===== src/rtl/bram_pkg.sv =====
// Shared state encoding and default widths for the BRAM port-B fill/arbitration scheduler.
package bram_pkg;

  typedef enum logic [1:0] {
    ST_INIT  = 2'd0,
    ST_RUN   = 2'd1,
    ST_DRAIN = 2'd2
  } state_e;

  localparam int DEF_ADDR_W = 11;
  localparam int DEF_DATA_W = 32;
  localparam int DEF_RD_LAT = 1;

endpackage


===== src/rtl/rr_arb2.sv =====
// Two-way round-robin arbiter: combinational one-hot grant, pointer moves on every grant.
module rr_arb2 (
  input  logic       clk,
  input  logic       rst,
  input  logic       en,
  input  logic [1:0] req,
  output logic [1:0] gnt
);

  // prio_q high means c1 wins a tie (c0 was granted most recently)
  logic prio_q, prio_d;

  always_comb begin
    gnt    = 2'b00;
    prio_d = prio_q;
    if (en) begin
      if (req[0] && (!req[1] || !prio_q)) begin
        gnt[0] = 1'b1;
      end else if (req[1]) begin
        gnt[1] = 1'b1;
      end
    end
    if (gnt[0]) begin
      prio_d = 1'b1;
    end else if (gnt[1]) begin
      prio_d = 1'b0;
    end
  end

  always_ff @(posedge clk) begin
    if (rst) begin
      prio_q <= 1'b0;
    end else begin
      prio_q <= prio_d;
    end
  end

endmodule


===== src/rtl/bram_portb_sched.sv =====
// BRAM port-B scheduler: fills the BRAM with INIT_BASE+addr, then arbitrates two clients onto port B.
module bram_portb_sched
  import bram_pkg::*;
#(
  parameter int                ADDR_W    = DEF_ADDR_W,
  parameter int                DATA_W    = DEF_DATA_W,
  parameter int                RD_LAT    = DEF_RD_LAT,
  parameter logic [DATA_W-1:0] INIT_BASE = '0
) (
  input  logic              clk,
  input  logic              rst,
  input  logic              reinit,
  output logic              init_done,
  input  logic              c0_req,
  input  logic              c0_we,
  input  logic [ADDR_W-1:0] c0_addr,
  input  logic [DATA_W-1:0] c0_wdata,
  output logic              c0_gnt,
  output logic              c0_rvalid,
  input  logic              c1_req,
  input  logic              c1_we,
  input  logic [ADDR_W-1:0] c1_addr,
  input  logic [DATA_W-1:0] c1_wdata,
  output logic              c1_gnt,
  output logic              c1_rvalid,
  output logic [DATA_W-1:0] rdata,
  output logic              portb_en,
  output logic              portb_we,
  output logic [ADDR_W-1:0] portb_addr,
  output logic [DATA_W-1:0] portb_din,
  input  logic [DATA_W-1:0] portb_dout
);

  localparam int FILL_W = ADDR_W + 1;

  state_e              state_q, state_d;
  logic [FILL_W-1:0]   fill_q, fill_d;
  logic                pb_en_q, pb_en_d;
  logic                pb_we_q, pb_we_d;
  logic [ADDR_W-1:0]   pb_addr_q, pb_addr_d;
  logic [DATA_W-1:0]   pb_din_q, pb_din_d;
  logic [RD_LAT:0]     rd_vld_q, rd_vld_d;
  logic [RD_LAT:0]     rd_id_q, rd_id_d;
  logic                arb_en;
  logic [1:0]          gnt;

  assign arb_en = !rst && (state_q == ST_RUN) && !reinit;

  rr_arb2 u_arb (
    .clk (clk),
    .rst (rst),
    .en  (arb_en),
    .req ({c1_req, c0_req}),
    .gnt (gnt)
  );

  always_comb begin
    state_d   = state_q;
    fill_d    = fill_q;
    pb_en_d   = 1'b0;
    pb_we_d   = 1'b0;
    pb_addr_d = pb_addr_q;
    pb_din_d  = pb_din_q;
    rd_vld_d  = {rd_vld_q[RD_LAT-1:0], 1'b0};
    rd_id_d   = {rd_id_q[RD_LAT-1:0], 1'b0};
    unique case (state_q)
      ST_INIT: begin
        // The extra counter bit marks "last word already on port B", so RUN starts one cycle later
        if (!fill_q[ADDR_W]) begin
          pb_en_d   = 1'b1;
          pb_we_d   = 1'b1;
          pb_addr_d = fill_q[ADDR_W-1:0];
          pb_din_d  = INIT_BASE + DATA_W'(fill_q[ADDR_W-1:0]);
          fill_d    = fill_q + FILL_W'(1);
        end else begin
          state_d = ST_RUN;
        end
      end
      ST_RUN: begin
        if (reinit) begin
          state_d = ST_DRAIN;
          fill_d  = '0;
        end else if (gnt != 2'b00) begin
          pb_en_d     = 1'b1;
          pb_we_d     = gnt[1] ? c1_we    : c0_we;
          pb_addr_d   = gnt[1] ? c1_addr  : c0_addr;
          pb_din_d    = gnt[1] ? c1_wdata : c0_wdata;
          rd_vld_d[0] = !pb_we_d;
          rd_id_d[0]  = gnt[1];
        end
      end
      ST_DRAIN: begin
        if (rd_vld_q == '0) begin
          state_d = ST_INIT;
        end
      end
      default: state_d = ST_INIT;
    endcase
  end

  // Control state: reset
  always_ff @(posedge clk) begin
    if (rst) begin
      state_q  <= ST_INIT;
      fill_q   <= '0;
      pb_en_q  <= 1'b0;
      pb_we_q  <= 1'b0;
      rd_vld_q <= '0;
    end else begin
      state_q  <= state_d;
      fill_q   <= fill_d;
      pb_en_q  <= pb_en_d;
      pb_we_q  <= pb_we_d;
      rd_vld_q <= rd_vld_d;
    end
  end

  // Data state: qualified by the control flops above, never reset
  always_ff @(posedge clk) begin
    pb_addr_q <= pb_addr_d;
    pb_din_q  <= pb_din_d;
    rd_id_q   <= rd_id_d;
  end

  // Every output is forced low combinationally while rst is high
  assign init_done  = !rst && (state_q == ST_RUN);
  assign c0_gnt     = gnt[0];
  assign c1_gnt     = gnt[1];
  assign c0_rvalid  = !rst && rd_vld_q[RD_LAT] && !rd_id_q[RD_LAT];
  assign c1_rvalid  = !rst && rd_vld_q[RD_LAT] &&  rd_id_q[RD_LAT];
  assign rdata      = (c0_rvalid || c1_rvalid) ? portb_dout : '0;
  assign portb_en   = !rst && pb_en_q;
  assign portb_we   = !rst && pb_we_q;
  assign portb_addr = rst ? '0 : pb_addr_q;
  assign portb_din  = rst ? '0 : pb_din_q;

endmodule


===== config.mk =====
export PLATFORM = sky130hd
export DESIGN_NAME = bram_portb_sched
export DESIGN_NICKNAME = d
export VERILOG_FILES = /design/src/rtl/bram_pkg.sv /design/src/rtl/rr_arb2.sv /design/src/rtl/bram_portb_sched.sv
export SDC_FILE = /design/constraint.sdc
export NUM_CORES = 1
export LEC_CHECK = 0
export CAP_MARGIN = 30
export CORE_ASPECT_RATIO = 0.6
export CORE_MARGIN = 2
export CORE_UTILIZATION = 30
export CTS_BUF_LIST = sky130_fd_sc_hd__clkbuf_4
export CTS_CLUSTER_SIZE = 10
export DETAILED_ROUTE_END_ITERATION = 8
export PLACE_DENSITY = 0.63
export SYNTH_ARGS = -nofsm -noshare
export SYNTH_HDL_FRONTEND = slang
export SYNTH_HIERARCHICAL = 1
export SYNTH_SLANG_ARGS = --single-unit
export TNS_END_PERCENT = 5

===== constraint.sdc =====
create_clock -name clk -period 5.3 [get_ports clk]
set_input_delay 1.06 -clock clk [delete_from_list [all_inputs] [get_ports clk]]
set_output_delay 1.06 -clock clk [all_outputs]
set_load 0.02 [all_outputs]

==> impl_metrics.csv <==
group,metric,value,unit
run_status,outcome,"finished, final reports clean",
final_layout,fill_cells,1028,
placement,gp_congestion,0.781,
sta,tightest_slew,0.696,ns
pwr,power.leakage,0.00210,µW
pwr,p_total,990,µW
global_route,grt_overflow,0,
pwr,switching_power,208,µW
route,drc,0,
synthesis,yosysTopAreaCell,"edfxtp_1",
synthesis,synth_flop_cell,"edfxtp_1",
synthesis,yosys.cell_types.count,43,
critical_path,r2r_setup_slack,1.89,ns
pwr,p_comb_share,14.0,%
critical_path,worstPathMaxFanout,10,
floorplan,die_area,12800,µm²
synthesis,synth-xor-area-share,0.738,%
final_layout,regArea,1710,µm²
floorplan,core_area,11400,µm²
placement,io_buffers,206,
critical_path,setup.worst_path.start,"reinit",
final_layout,layout_common_cells,"205 x clkdlybuf4s50_1, 49 x nor2b_1, 44 x nor2_1",
route,ant_nets,0,
critical_path,arrival,3.15,ns
synthesis,synth_enable_flop_cells,43,
sta,fin_setup_tns,0,ns
cts,clkTransAtPathRegs,0.10,ns
sta,relSlewSlack,53.6,%
critical_path,crit_required,4.24,ns
synthesis,ys_warn_count,6,
pwr,seq_power_share,54.3,%
floorplan,rows,30,
sta,fmax,0.238,GHz
route,wl_per_cell,16.1,µm
synthesis,syn_avg_cell_area,9.84,µm²
cts,cts_tree,"built",
sta,fin_crit,4.21,ns
global_route,grt_use_total,17.6,%
critical_path,r2r_start,"state_q[1]",
critical_path,reg2reg_to,"pb_din_q[11]",
route,drt_first_iter_violations,192,
route,wl,11800,µm
cts,clk-insertion-delay-late,0.39,ns
sta,finalSetupViolations,0,
cts,h-tree-depth,3,
final_layout,area_growth,66.0,%
critical_path,cp-endpoint,"c1_gnt",
critical_path,end_kind,"output port",
synthesis,syn_area,3560,µm²
synthesis,seq_area_frac_synth,48.1,%
synthesis,synthMuxAreaShare,12.7,%
flow_run,maxCapViolCount,0,
synthesis,synth.area.top_cells,"edfxtp_1 36%, mux2i_1 12%, dfxtp_1 12%, nor2b_1 9.0%, and2_1 6.0%",
cts,clk_path_buf_depth,2,
final_layout,fin_cells,730,
synthesis,synth_seq_cells,64,
pwr,ir_worst_vdd,97.4,µV
synthesis,synth_top_family_by_area,"simple AND/OR/NAND/NOR gates",
pwr,p_sw_share,21.0,%
cts,post_cts_resized,0,
final_layout,layout_commonest_cell,"clkdlybuf4s50_1",
cts,cts_setup_buffers,0,
sta,slew_violations,0,
placement,hpwl,9100,µm
floorplan,start_util,31.1,%
floorplan,dieHeight,88.4,µm
critical_path,start_kind,"primary input",
route,vias_per_cell,4.59,
global_route,grt_pass1_vias,2971,
sta,finalCritPeriodShare,79.4,%
cts,root_buffer,"clkbuf_4",
synthesis,synthesis.nets,488,
synthesis,synth_simple_gate_area_share,25.5,%
final_layout,multi_input_area,1740,µm²
pwr,power_density,167,nW/µm²
cts,clkSinkCount,64,
pwr,p_int,782,µW
placement,dp.cells,709,
synthesis,yosys.area_share.adder,0.351,%
route,first_pass_iters,4,
sta,setup_ws,1.09,ns
floorplan,die_w,145,µm
global_route,grt_pass1_wl,16900,µm
final_layout,layout-drive-gt1-share,5.49,%
global_route,grt_max_degree,40,
synthesis,async_reset_ff_share,0,%
cts,hold_buffers,0,
critical_path,reg2regPathDepth,10,
sta,fin_skew,0.00749,ns
cts,cts_made_buffers,9,
hold_path,hold_path_class,"reg2reg",
sta,hold_viol_final,0,
sta,rsz0062_at_grt,"false",
route,vias,3348,
pwr,clockPowerShare,31.7,%
global_route,antenna_found_initial,1,
floorplan,boundaryPins,207,
synthesis,synth-compound-area-share,8.85,%
final_layout,fin_util,51.6,%
placement,dpl_worst_slack,1.09,ns
synthesis,synth_top_area_share,36.2,%
critical_path,path_class,"in2out",
synthesis,syn_inst,362,
final_layout,nets,686,
==> cells by family after synthesis <==
group                    count (synthesis)
AND/OR/NAND/NOR                        165
flip-flops                              64
AO/OA/AOI/OAI                           55
multiplexers                            45
buffers and inverters                   29
XOR/XNOR                                 3
adder cells (fa/ha/maj)                  1
==> metrics by stage <==
stage / hold slack (ns) / area [µm²]
final: 0.333 / 5910
after global routing: 0.351 / 5910
after CTS: 0.334 / 5900
after detailed placement: 0.312 / 5770
after global placement: 0.319 / 5770
after floorplan: 0.310 / 3560
==> critical path: stages <==
cell,delay [ns]
clkdlybuf4s50_1,0.52
nor3_1,0.42
nand2_1,0.16
a21oi_4,0.31
clkdlybuf4s50_1,0.67
==> layer usage <==
metal,share of wire (%),track usage [%]
met4,0.46,2.21
met2,44,27.5
met1,46,24.5
met5,0,0
met3,8.9,6.22
==> how the worst min path moves through the flow <==
stage                     startpoint         end  slack [ns]  cells after the start
after floorplan           rd_id_q[0]  rd_id_q[1]        0.31                      0
after global placement    rd_id_q[0]  rd_id_q[1]        0.32                      0
after detailed placement  rd_id_q[0]  rd_id_q[1]        0.31                      0
after CTS                 rd_id_q[0]  rd_id_q[1]        0.33                      0
after global routing      rd_id_q[0]  rd_id_q[1]        0.35                      0
final                     rd_id_q[0]  rd_id_q[1]        0.33                      0
==> power by group through the flow <==
stage	Combinational, µW	Clock [µW]	Sequential, µW
6_report	138	314	537
5_1_grt	149	352	538
4_1_cts	140	329	537
3_5_place_dp	139	0	549
3_3_place_gp	137	0	549
2_1_floorplan	32.3	0	547
==> cell type report <==
type	instances	share of cell area, %
timing repair buffer	212	35.6
inverter	4	0.254
antenna	5	0.212
clock inverter	5	0.804
sequential	64	29.0
tap	160	3.39
clock buffer	11	1.40
multi-input combinational	269	29.4
==> cell usage after synthesis (3+ instances only) <==
cell	instances
buf_2	11
nand4_1	3
and2_1	34
nor2_1	45
mux2i_1	43
edfxtp_1	43
a21oi_1	34
dfxtp_1	21
o21ai_1	6
nand2_1	9
inv_1	4
nor2b_1	51
nor3_1	6
clkbuf_1	12
==> sequential cells by signal (all words and copies together), names as in the netlist <==
| register | cells |
|---|---|
| rd_id_q | 2 |
| pb_en_q | 1 |
| rd_vld_q | 2 |
| state_q | 2 |
| u_arb/prio_q | 1 |
| pb_addr_q | 11 |
| pb_we_q | 1 |
| fill_q | 12 |
| pb_din_q | 32 |
Power figures use the tool's default switching activity.
